## config.mk

```make
export PLATFORM = sky130hd
export DESIGN_NAME = rally_score_ctrl
export DESIGN_NICKNAME = d
export VERILOG_FILES = /design/src/rtl/rally_score_ctrl.sv
export SDC_FILE = /design/constraint.sdc
export NUM_CORES = 1
export LEC_CHECK = 0
export ABC_AREA = 1
export CORE_MARGIN = 10
export CORE_UTILIZATION = 40
export DETAILED_ROUTE_END_ITERATION = 10
export GPL_TIMING_DRIVEN = 1
export HOLD_SLACK_MARGIN = 0.1
export PLACE_DENSITY_LB_ADDON = 0.08
export SLEW_MARGIN = 20
export SYNTH_ARGS = -nofsm -noshare
export SYNTH_HDL_FRONTEND = slang
export SYNTH_SLANG_ARGS = --single-unit
```

## constraint.sdc

```tcl
create_clock -name clk -period 1.94 [get_ports clk]
set_input_delay 0.388 -clock clk [delete_from_list [all_inputs] [get_ports clk]]
set_output_delay 0.388 -clock clk [all_outputs]
set_load 0.005 [all_outputs]
```

## src/rtl/rally_score_ctrl.sv

```systemverilog
// Rally scoring controller: turns ground/touch faults into points, runs the post-point freeze and game-over hold.
// Optional macro WIN_BY_TWO_EN: win needs >= WIN_SCORE with a 2-point lead, or 31 as a hard cap.
module rally_score_ctrl #(
    parameter logic [11:0] NET_X        = 12'd512,
    parameter logic [4:0]  WIN_SCORE    = 5'd15,
    parameter int          DELAY_CYCLES = 65_000_000
) (
    input  logic        clk,
    input  logic        rst,
    input  logic        gnd_col,
    input  logic        ovr_touch,
    input  logic [11:0] ball_posx,
    input  logic        start,
    output logic [4:0]  score1,
    output logic [4:0]  score2,
    output logic        serve_side,
    output logic        freeze,
    output logic        round_rst,
    output logic        game_over,
    output logic        winner
);

    localparam int          CW        = (DELAY_CYCLES > 1) ? $clog2(DELAY_CYCLES) : 1;
    localparam logic [CW-1:0] LAST    = CW'(DELAY_CYCLES - 1);
    localparam logic        RR_ON_ENTRY = (DELAY_CYCLES == 1);

    typedef enum logic [1:0] {PLAY, DELAY, GAME_OVER} state_t;

    state_t        r_state;
    logic          r_gnd_d;
    logic          r_ovr_d;
    logic          r_start_d;
    logic [CW-1:0] r_cnt;
    logic [4:0]    r_score1;
    logic [4:0]    r_score2;
    logic          r_serve;
    logic          r_freeze;
    logic          r_round_rst;
    logic          r_game_over;
    logic          r_winner;

    logic          w_event;
    logic          w_start_edge;
    logic          w_p2_scores;
    logic [4:0]    w_scorer_old;
    logic [4:0]    w_scorer_new;
    logic          w_win;

    assign w_event      = (gnd_col & ~r_gnd_d) | (ovr_touch & ~r_ovr_d);
    assign w_start_edge = start & ~r_start_d;
    // Ball on player-1 half means player 1 faulted, so player 2 scores.
    assign w_p2_scores  = (ball_posx < NET_X);
    assign w_scorer_old = w_p2_scores ? r_score2 : r_score1;
    assign w_scorer_new = (w_scorer_old == 5'd31) ? 5'd31 : (w_scorer_old + 5'd1);

`ifdef WIN_BY_TWO_EN
    logic [4:0] w_opp;
    assign w_opp = w_p2_scores ? r_score1 : r_score2;
    assign w_win = ((w_scorer_new >= WIN_SCORE) &&
                    ({1'b0, w_scorer_new} >= ({1'b0, w_opp} + 6'd2))) ||
                   (w_scorer_new == 5'd31);
`else
    assign w_win = (w_scorer_new == WIN_SCORE);
`endif

    always_ff @(posedge clk or negedge rst) begin
        if (!rst) begin
            r_state     <= PLAY;
            r_gnd_d     <= 1'b0;
            r_ovr_d     <= 1'b0;
            r_start_d   <= 1'b0;
            r_cnt       <= '0;
            r_score1    <= 5'd0;
            r_score2    <= 5'd0;
            r_serve     <= 1'b0;
            r_freeze    <= 1'b0;
            r_round_rst <= 1'b0;
            r_game_over <= 1'b0;
            r_winner    <= 1'b0;
        end else begin
            // Edge registers track in every state so a level held through DELAY never fires later.
            r_gnd_d     <= gnd_col;
            r_ovr_d     <= ovr_touch;
            r_start_d   <= start;
            r_round_rst <= 1'b0;
            case (r_state)
                PLAY: begin
                    if (w_event) begin
                        if (w_p2_scores) begin
                            r_score2 <= w_scorer_new;
                            r_serve  <= 1'b1;
                        end else begin
                            r_score1 <= w_scorer_new;
                            r_serve  <= 1'b0;
                        end
                        r_freeze <= 1'b1;
                        if (w_win) begin
                            r_state     <= GAME_OVER;
                            r_game_over <= 1'b1;
                            r_winner    <= w_p2_scores;
                        end else begin
                            r_state     <= DELAY;
                            r_cnt       <= '0;
                            r_round_rst <= RR_ON_ENTRY;
                        end
                    end
                end
                DELAY: begin
                    if (r_cnt == LAST) begin
                        r_state  <= PLAY;
                        r_freeze <= 1'b0;
                        r_cnt    <= '0;
                    end else begin
                        r_cnt       <= r_cnt + CW'(1);
                        r_round_rst <= ((r_cnt + CW'(1)) == LAST);
                    end
                end
                GAME_OVER: begin
                    if (w_start_edge) begin
                        r_score1    <= 5'd0;
                        r_score2    <= 5'd0;
                        r_serve     <= ~r_winner;
                        r_game_over <= 1'b0;
                        r_state     <= DELAY;
                        r_cnt       <= '0;
                        r_round_rst <= RR_ON_ENTRY;
                    end
                end
                default: r_state <= PLAY;
            endcase
        end
    end

    assign score1     = r_score1;
    assign score2     = r_score2;
    assign serve_side = r_serve;
    assign freeze     = r_freeze;
    assign round_rst  = r_round_rst;
    assign game_over  = r_game_over;
    assign winner     = r_winner;

endmodule
```

# Word-level counts from Yosys, hierarchy flattened
# Index checks and enable logic that the tools add are counted.
dict set report word_totals {
  ff_bits 46
  in_bits 17
  out_inout_bits 15
  word_cells 80
}
dict set report classes {
  add_sub_neg 2
  magnitude_cmp 1
  n_eq_ne 13
  n_mux 32
  bitwise 8
  reduce_logical 12
}
# operator n
set ops {}
lappend ops {{26-bit 2-to-1 mux} 4}
lappend ops {{26-bit case mux with 3 select lines} 1}
lappend ops {{26-bit equality test (second input constant)} 2}
lappend ops {{5-bit 2-to-1 mux} 7}
lappend ops {{26-bit by 1-bit adder with 26-bit output (second input constant)} 1}
lappend ops {{5-bit case mux with 2 select lines} 2}
lappend ops {{4-bit AND reduction} 4}
lappend ops {{2-bit != test (second input constant)} 7}
lappend ops {{12-bit by 10-bit < comparator with 1-bit output (second input constant)} 1}
lappend ops {{3-bit AND reduction} 4}
lappend ops {{1-bit 2-to-1 mux} 10}
lappend ops {{2-bit 2-to-1 mux} 4}
lappend ops {{1-bit case mux with 2 select lines} 3}
lappend ops {{2-bit case mux with 3 select lines} 1}
lappend ops {{5-bit by 1-bit adder with 5-bit output (second input constant)} 1}
lappend ops {{5-bit by 4-bit equality test with 1-bit output (second input constant)} 1}
lappend ops {{5-bit equality test (second input constant)} 1}
lappend ops {{1-bit NOT} 4}
lappend ops {{2-bit nonzero test} 2}
lappend ops {{1-bit bitwise AND} 3}
lappend ops {{3-bit nonzero test} 1}
lappend ops {{2-bit by 1-bit equality test with 1-bit output (second input constant)} 1}
lappend ops {{2-bit equality test (second input constant)} 1}
lappend ops {{2-bit zero test} 1}
lappend ops {{1-bit OR} 1}

# Logic depth before layout (Yosys ltp)
# Gate-level depths: netlist of run 1.
dict set report logic_depth {
  ltp_word 8
  mapped_depth 14
  ltp_nobuf 13
}

# Worst setup path before layout of run 1
# OpenSTA, ideal clock, no wires.
dict set report synth_path {
  path_type {in2reg}
  startpoint {input port ball_posx[9]}
  endpoint {register r_cnt[14]}
  setup_time_ps 116
  arrival_ps 1792
  required_ps 1824
  setup_slack_ps 32
  cell_stages 14
  path_buffers 1
  path_cell_list {inv_1 > nand2_2 > clkinv_2 > nand2_1 > nand2_2 > ha_1 > nand4_1 > nor2_2 > nand3_2 > nand2_2 > inv_2 > buf_6 > nand2_1 > nand2_1}
}
dict set report synth_via {
  elab_chain_len 7
  word_cells_on_any_way 8
  classes_between {1 x add/sub; 1 x order compare; 3 x eq/ne; 2 x mux; 1 x reduce/logical}
}
# item line
set synth_lines {}
lappend synth_lines {{start, declared} 12} ;# input logic [11:0] ball_posx,
lappend synth_lines {{12-bit by 10-bit < comparator with 1-bit output (*)} 52} ;# assign w_p2_scores = (ball_posx < NET_X);
lappend synth_lines {{5-bit 2-to-1 mux (*)} 53} ;# assign w_scorer_old = w_p2_scores ? r_score2 : r_score1;
lappend synth_lines {{5-bit by 1-bit adder with 5-bit output or 5-bit equality test (tied branches)} 54} ;# assign w_scorer_new = (w_scorer_old == 5'd31) ? 5'd31 : (w_scorer_old + 5'd1);
lappend synth_lines {{5-bit 2-to-1 mux (*)} 54}
lappend synth_lines {{5-bit by 4-bit equality test with 1-bit output (*)} 63} ;# assign w_win = (w_scorer_new == WIN_SCORE);
lappend synth_lines {{2-bit != test (no source line) (*)} --}
lappend synth_lines {{4-bit AND reduction (no source line) (*)} --}
lappend synth_lines {{end signal, assigned} 114} ;# r_cnt <= r_cnt + CW'(1);
lappend synth_lines {{end, declared} 33} ;# logic [CW-1:0] r_cnt;
# Every way passes the cells marked *; elsewhere a longest branch is shown, timed or not.
# A chain may end at the register's enable or synchronous reset.

# Worst setup path in the final report of run 1
dict set report layout_path {
  startpoint {input port ball_posx[10]}
  endpoint {register r_cnt[16]}
}
# The elaborated chain is that of the path after synthesis.

==> metrics.md, run 1 <==
| Metric | Value |
|---|---|
| Internal power | `1.38 mW` |
| Switching power total | `between 0.4 and 0.5 mW` |
| Design area | `between 0.003 and 0.004 mm2` |
| Worst VDD drop | `0.258 mV` |
| Cell area power density | `around 460 mW/mm2` |
| Gpl congestion | `0.946` |
| Tot Pwr | `about 1.8 mW` |
| Leakage | `1.81 nW` |
| Final wirelength | `just over 8 mm` |
| Ratio of cells with drive above 1 in the final layout | `around 22%` |
| Post-route DRC violation count | `0` |
| Core area | `0.00721 mm2` |
| Die X | `106 um` |
| Diode count | `0` |
| CTS sink count | `between 40 and 50` |
| Sequential area share after synthesis | `39.0%` |
| Synth Instances | `about 430` |
| HP Class | `in2async` |
| Area of the multi-input gates | `~0.0017 mm2` |
| CP Data Required Time | `2.15 ns` |
| Die Y | `around 110 um` |
| CTS tree | `done` |
| Final Skew | `around 0.008 ns` |
| Ys Warns | `0` |
| CTS clk-pin slew, worst paths | `approximately 0.10 ns` |
| Yosys top cell by area | `dfrtp_1` |
| Gate power share | `3.1%` |
| Avg Cell Area, Syn | `about 6.9 um2` |
| RSZ-0062 raised after global routing | `yes` |
| Slew Limit Fails | `0` |
| IO Pins | `32` |
| Most frequent cells in the layout | `134 x nand2_1, 45 x inv_1, 45 x dfrtp_1` |
| Via count | `about 2,900` |
| Setup tns final | `0 ns` |
| Clock share of power | `between 40% and 50%` |
| Root buffer cell | `clkbuf_8` |
| Drt pass-1 iters | `4` |
| CP endpoint kind | `flop` |
| Final Cycle Share | `a little over nine tenths` |
| Reg power frac | `between 50% and 60%` |
| Worst-margin pin slew | `0.614 ns` |
| Remaining antenna violation count | `0` |
| Layout area overhead | `32.2%` |
| Row count | `31` |
| Cell Chain, Critical Path | `dlygate4sd2_1, nor2_2, nand2_2, nand2_2, nand2_4, ha_4, nand4_1, nor2_2, nand3_2, nand2_4, inv_6, buf_12, nand2_4, nand2_2` |
| Reg-to-reg critical path startpoint | `r_cnt[0]$_DFFE_PN0P_` |
| Slew headroom | `between 50% and 60%` |
| Worst EP arrival | `2.05 ns` |
| Clk buf depth | `2` |
| Period minus WS final | `roughly 1.8 ns` |
| H-tree Lvls | `2` |
| Top cell type's share of synthesized area | `between 30 and 40%` |
| DR vias/cell | `slightly below 5` |
| Initial DRC count | `about 150` |
| Commonest non-fill, non-tap cell in the layout | `nand2_1` |
| Synthesis-stage register bit count | `46` |
| Global Route Usage Sum | `between 15 and 20%` |
| R2R setup slack | `around 0.14 ns` |
| CTS buffer count | `5` |
| GRT overflow | `0` |
| Sequential cell area | `0.00115 mm2` |
| Port buffer count | `22` |
| Reg2reg end | `r_state[0]$_DFFE_PN0P_` |
| Initial antenna violation count | `0` |
| Max Clk Rate | `about 540 MHz` |
| Layout fillers | `about 740` |
| Setup CP Type | `in2reg` |
| Post-DP HPWL | `about 6.4 mm` |
| Die Area | `~0.011 mm2` |
| Slowest stage cell, crit path | `ha_4` |
| CP max FO | `7` |
| Fin util | `a little over half` |
| Wirelength per Cell | `between 10 and 15 um` |
| Final Hold Slack | `about 0.16 ns` |
| Vias in the first global route | `2,940` |
| First-pass GRT wire length | `approximately 14 mm` |
| Setup-failing EPs final | `0` |
| Netlist Area Pre-Place | `0.00295 mm2` |
| Syn nets | `450` |
| Synth unique cells | `30` |
| Net Sw Frac | `22.8%` |
| Top cells by area, synth | `dfrtp_1 39%, nand2_1 18%, inv_1 5.8%` |
| Max_cap viols | `0` |
| Clock latency on the worst-skew pair | `0.31 ns` |
| Nets@finish | `approximately 520` |
| Area after DPL | `between 0.003 and 0.004 mm2` |
| R2R depth | `12` |
| Largest net degree at the start of global routing | `between 40 and 50` |
| Final hold vios | `0` |
| Hold buffer count at cts | `0` |
| Outcome | `finished, final reports clean` |
| Slowest stage delay, CP | `0.26 ns` |
| Initial core utilization | `between 40% and 50%` |
| Setup crit start kind | `input pin` |
[worst max path at each step]
stage | startpoint | end | cells past startpoint
after floorplan | ball_posx[9] | r_cnt[14]$_DFFE_PN0P_ | 14
final | ball_posx[10] | r_cnt[16]$_DFFE_PN0P_ | 14
after detailed placement | ball_posx[11] | r_cnt[7]$_DFFE_PN0P_ | 13
after global placement | ball_posx[10] | r_cnt[12]$_DFFE_PN0P_ | 13
after global routing | r_cnt[0]$_DFFE_PN0P_ | round_rst$_DFF_PN0_ | 13
after CTS | r_cnt[0]$_DFFE_PN0P_ | round_rst$_DFF_PN0_ | 13
[cells by family (layout without fill, tap and decap cells)]
logic type	after synthesis	count (layout)	synth area share (%)
and+or+nand+nor	258	258	37.5
xor gates and xnor gates	13	13	3.85
DFF	46	46	39.0
buffers and inverters	56	125	7.92
adders and majority gates	6	6	2.54
AOI/OAI and AO/OA	48	48	9.23
[per-layer routing]
metal	share of wire [%]	GRT usage [%]
met5	0	0
met4	0.76	3.58
met3	4.4	3.02
met2	49	27.0
met1	45	18.8
[power by group through the flow]
stage               logic [mW]  clock network (mW)  registers [mW]
floorplan               0.0113                   0           0.981
detailed placement      0.0576                   0           0.981
global placement        0.0574                   0           0.981
finish                  0.0557               0.766           0.962
global route            0.0636               0.830           0.962
CTS                     0.0568               0.799           0.962
[critical path, delay by kind of cell]
family	cells	cell delay (ns)
adders and majority gates	1	0.26
buffers and inverters	3	0.43
and+or+nand+nor	10	0.95
[timing repair]
item | in CTS | in global routing
cloned | 0 | 0
gates resized for setup | 23 | 32
endpoints found under the setup margin | 30 | 24
buffers inserted | 0 | 2
pin swaps | 7 | 9
[cell usage after synthesis, drive strengths merged]
| master | count |
|---|---|
| nand2 | 151 |
| nor2 | 50 |
| inv | 47 |
| dfrtp | 46 |
| o21ai | 42 |
| nand3 | 27 |
| nand4 | 21 |
| nor3 | 8 |
| xor2 | 8 |
| buf | 7 |
| ha | 6 |
| xnor2 | 5 |
| a21oi | 1 |
| a22oi | 1 |
| a31oi | 1 |
| clkbuf | 1 |
| clkinv | 1 |
| o211ai | 1 |
| o21bai | 1 |
| o22ai | 1 |
| or2 | 1 |
[metrics by stage]
stage / instances / setup WS (ns)
after floorplan: 427 / 0.0321
after global placement: 585 / -0.465
after detailed placement: 585 / -0.538
after CTS: 593 / 0.0242
after global routing: 595 / -0.0455
final: 595 / 0.100
[state kept, by name, summed over array words and instances, names as in the netlist]
name	count
r_cnt	26
winner	1
r_ovr_d	1
r_state	2
game_over	1
freeze	1
r_start_d	1
score1	5
r_gnd_d	1
serve_side	1
round_rst	1
score2	5
[final cells by class]
class | count | area share (%)
Tap cell | 99 | 3.17
Clock buffer | 5 | 1.76
Inverter | 48 | 4.93
Clock inverter | 3 | 1.22
Timing Repair Buffer | 69 | 15.9
Sequential cell | 46 | 29.5
Multi-Input combinational cell | 325 | 43.5
Power figures use the tool's default switching activity.
==> inputs of run 2 (changes only) <==
- SLEW_MARGIN: 20 -> not set
==> results of run 2 <==
Final layout, timing and power as in run 1 (identical DEF).
==> inputs of run 3 (changes only) <==
- MAX_ROUTING_LAYER: not set -> met4
==> run 3 against run 2 <==
  * First-iteration DRC count decreased by 24%
  * Flip-flop and latch count unchanged
  * Sequential share of layout area fell by 0.52 points
  * Wire length grew 2.5%
  * Count of clock-buffer cells in the layout did not move
  * Setup slack lost 0.018 ns
  * Maximum frequency decreased by 0.97%
  * Clock skew grew 0.0019 ns
  * Critical endpoint is now round_rst$_DFF_PN0_
  * Largest cell class unchanged
  * Largest power group unchanged
==> metrics.md, run 3 (synthesized netlist as in run 1, its figures left out) <==
| Metric | Value |
|---|---|
| Global Route Usage Sum | `15.3% (-0.078 points)` |
| Commonest non-fill, non-tap cell in the layout | `nand2_1` |
| Die Y | `106 um (unchanged)` |
| Top reg by flops | `r_cnt` |
| Diode count | `0 (unchanged)` |
| Root buffer cell | `clkbuf_8` |
| Slew Limit Fails | `0 (unchanged)` |
| RSZ-0062 raised after global routing | `yes` |
| Hold buffer count at cts | `0 (unchanged)` |
| Initial antenna violation count | `0 (unchanged)` |
| Setup crit start kind | `flop` |
| Layout area overhead | `34.4%` |
| Period minus WS final | `1.86 ns (+0.0179 ns)` |
| Worst EP arrival | `2.09 ns (+0.04 ns)` |
| Post-route DRC violation count | `0 (unchanged)` |
| CP endpoint kind | `flop` |
| Place WS | `-0.581 ns (-0.0426 ns)` |
| Outcome | `finished, final reports clean` |
| Met2 wire length | `4.19 mm (+2.3%)` |
| Core area | `0.00721 mm2 (unchanged)` |
| Slew headroom | `59.7% (+0.60 points)` |
| CTS buffer count | `5 (unchanged)` |
| Wirelength per Cell | `14.2 um (+1.9%)` |
| CTS clk-pin slew, worst paths | `0.10 ns (about the same)` |
| CP Data Required Time | `2.17 ns (+0.02 ns)` |
| CTS sink count | `46 (unchanged)` |
| Port buffer count | `22 (unchanged)` |
| Vias in the first global route | `2,824 (-3.9%)` |
| Placed Instances | `583 (-0.34%)` |
| Largest register FFs | `26 (unchanged)` |
| Drt pass-1 iters | `4 (unchanged)` |
| CP max FO | `3 (-4)` |
| CTS tree | `done` |
| R2R depth | `10 (-2)` |
| Ratio of cells with drive above 1 in the final layout | `22.6% (+1.0 points)` |
| Met3 wire len | `167 um (-54%)` |
| Initial core utilization | `40.9% (unchanged)` |
| Reg power frac | `58.2% (+4.3 points)` |
| Post-DP HPWL | `6.29 mm (-1.9%)` |
| Remaining antenna violation count | `0 (unchanged)` |
| Setup CP Type | `reg2reg` |
| Max_cap viols | `0 (unchanged)` |
| Die X | `106 um (unchanged)` |
| Top Metal Used | `met4` |
| Leakage | `1.87 nW (+3.3%)` |
| Final Cycle Share | `95.8% (+0.92 points)` |
| Final Skew | `0.00978 ns (+0.00195 ns)` |
| Setup-failing EPs final | `0 (unchanged)` |
| Setup tns final | `0 ns (unchanged)` |
| GRT overflow | `0 (unchanged)` |
| Met1 wire length | `4.04 mm (+7.6%)` |
| IO Pins | `32 (unchanged)` |
| Net Sw Frac | `24.6% (+1.8 points)` |
| Final setup margin | `0.0823 ns (-0.0179 ns)` |
| Gpl congestion | `0.957 (+1.2%)` |
| Most frequent cells in the layout | `135 x nand2_1, 46 x dfrtp_1, 44 x inv_1, 44 x buf_4, 42 x nor2_1` |
| H-tree Lvls | `2 (unchanged)` |
| Design area | `0.00397 mm2 (+1.7%)` |
| Final Non-Filler Cells | `599 (+0.67%)` |
| Internal power | `1.25 mW (-9.5%)` |
| Clk buf depth | `2 (unchanged)` |
| Nets@finish | `522 (+0.77%)` |
| First-pass GRT wire length | `13.7 mm (-4.3%)` |
| DR vias/cell | `4.84 (-2.2%)` |
| Final wirelength | `8.49 mm (+2.5%)` |
| Clock latency on the worst-skew pair | `0.31 ns (about the same)` |
| Max Clk Rate | `538 MHz (-0.97%)` |
| Area after DPL | `0.00358 mm2 (-0.76%)` |
| Initial DRC count | `111 (-24%)` |
| Gate power share | `3.6% (+0.5 points)` |
| Worst VDD drop | `0.228 mV (-12%)` |
| HP Class | `in2async` |
| Cell area power density | `416 mW/mm2 (-8.9%)` |
| Clock share of power | `38.2% (-4.8 points)` |
| Final Hold Slack | `0.173 ns (+0.0146 ns)` |
| Die Area | `0.0112 mm2 (unchanged)` |
| Switching power total | `0.406 mW (-0.19%)` |
| Via count | `2,897 (-1.5%)` |
| Row count | `31 (unchanged)` |
| Worst-margin pin slew | `0.605 ns (-0.00905 ns)` |
| Largest net degree at the start of global routing | `47 (unchanged)` |
| Final hold vios | `0 (unchanged)` |
## run 3: changes by cell type in the layout (fill, tap and decap cells not counted), moves of 3 or more
cell,previous run,this run
buf_4,40,44
clkbuf_16,0,3
clkbuf_2,0,3
nand2_2,11,5
nand2_4,6,10
o21ai_1,12,8
o21ai_2,8,13
## run 3: worst max-delay path: stages, from the launching register on
cell	delay, ns
dfrtp_1	0.40
ha_2	0.21
nand3_1	0.10
buf_4	0.16
nor3_2	0.10
buf_4	0.16
nand3_1	0.09
xor2_1	0.18
nor2_1	0.10
nand3_1	0.10
nor3_2	0.19
## run 3: final timing paths
kind                                       from                    end  slack, ns
setup / recovery           r_cnt[0]$_DFFE_PN0P_    round_rst$_DFF_PN0_       0.08
hold / removal                              rst  r_cnt[18]$_DFFE_PN0P_       0.17
setup reg to reg           r_cnt[0]$_DFFE_PN0P_    round_rst$_DFF_PN0_       0.08
hold reg to reg              freeze$_DFFE_PN0P_     freeze$_DFFE_PN0P_       0.50
max in group asynchronous                   rst   r_cnt[9]$_DFFE_PN0P_       1.36
min in group clk             freeze$_DFFE_PN0P_     freeze$_DFFE_PN0P_       0.50
## run 3: repair_timing
item / in CTS / in global routing
hold endpoints to repair: 0 / 0
gates resized for setup: 18 / 48
setup endpoints to repair: 30 / 37
pin swaps: 8 / 8
cloned: 0 / 3
buffers inserted: 2 / 3
## run 3: metal layers
| metal | GRT usage, % | up-vias |
|---|---|---|
| met3 | 2.17 | 10 |
| met4 | 3.09 | 0 |
| met5 | - | - |
| met2 | 25.9 | 37 |
| met1 | 18.9 | 1328 |
| li1 | - | 1522 |
## run 3: area by class of cell
type | count | area, um2
Clock buffer | 5 | 68.8
Timing Repair Buffer | 73 | 677
Fill cell | 732 | 3240
Clock inverter | 3 | 22.5
Inverter | 48 | 193
Multi-Input combinational cell | 325 | 1740
Sequential cell | 46 | 1150
Tap cell | 99 | 124
## run 3: stage by stage
| step | util (%) | total power, mW |
|---|---|---|
| 6_report | 55.0 | 1.65 |
| 5_1_grt | 55.0 | 1.73 |
| 4_1_cts | 51.9 | 1.68 |
| 3_5_place_dp | 49.6 | 1.04 |
| 3_3_place_gp | 49.6 | 1.04 |
| 2_1_floorplan | - | 0.992 |
## run 3: power groups by stage
stage	clock network (mW)	logic, mW	registers, mW
3_5_place_dp	0	0.0574	0.981
4_1_cts	0.656	0.0574	0.962
6_report	0.630	0.0599	0.962
5_1_grt	0.702	0.0676	0.962
3_3_place_gp	0	0.0570	0.981
2_1_floorplan	0	0.0113	0.981
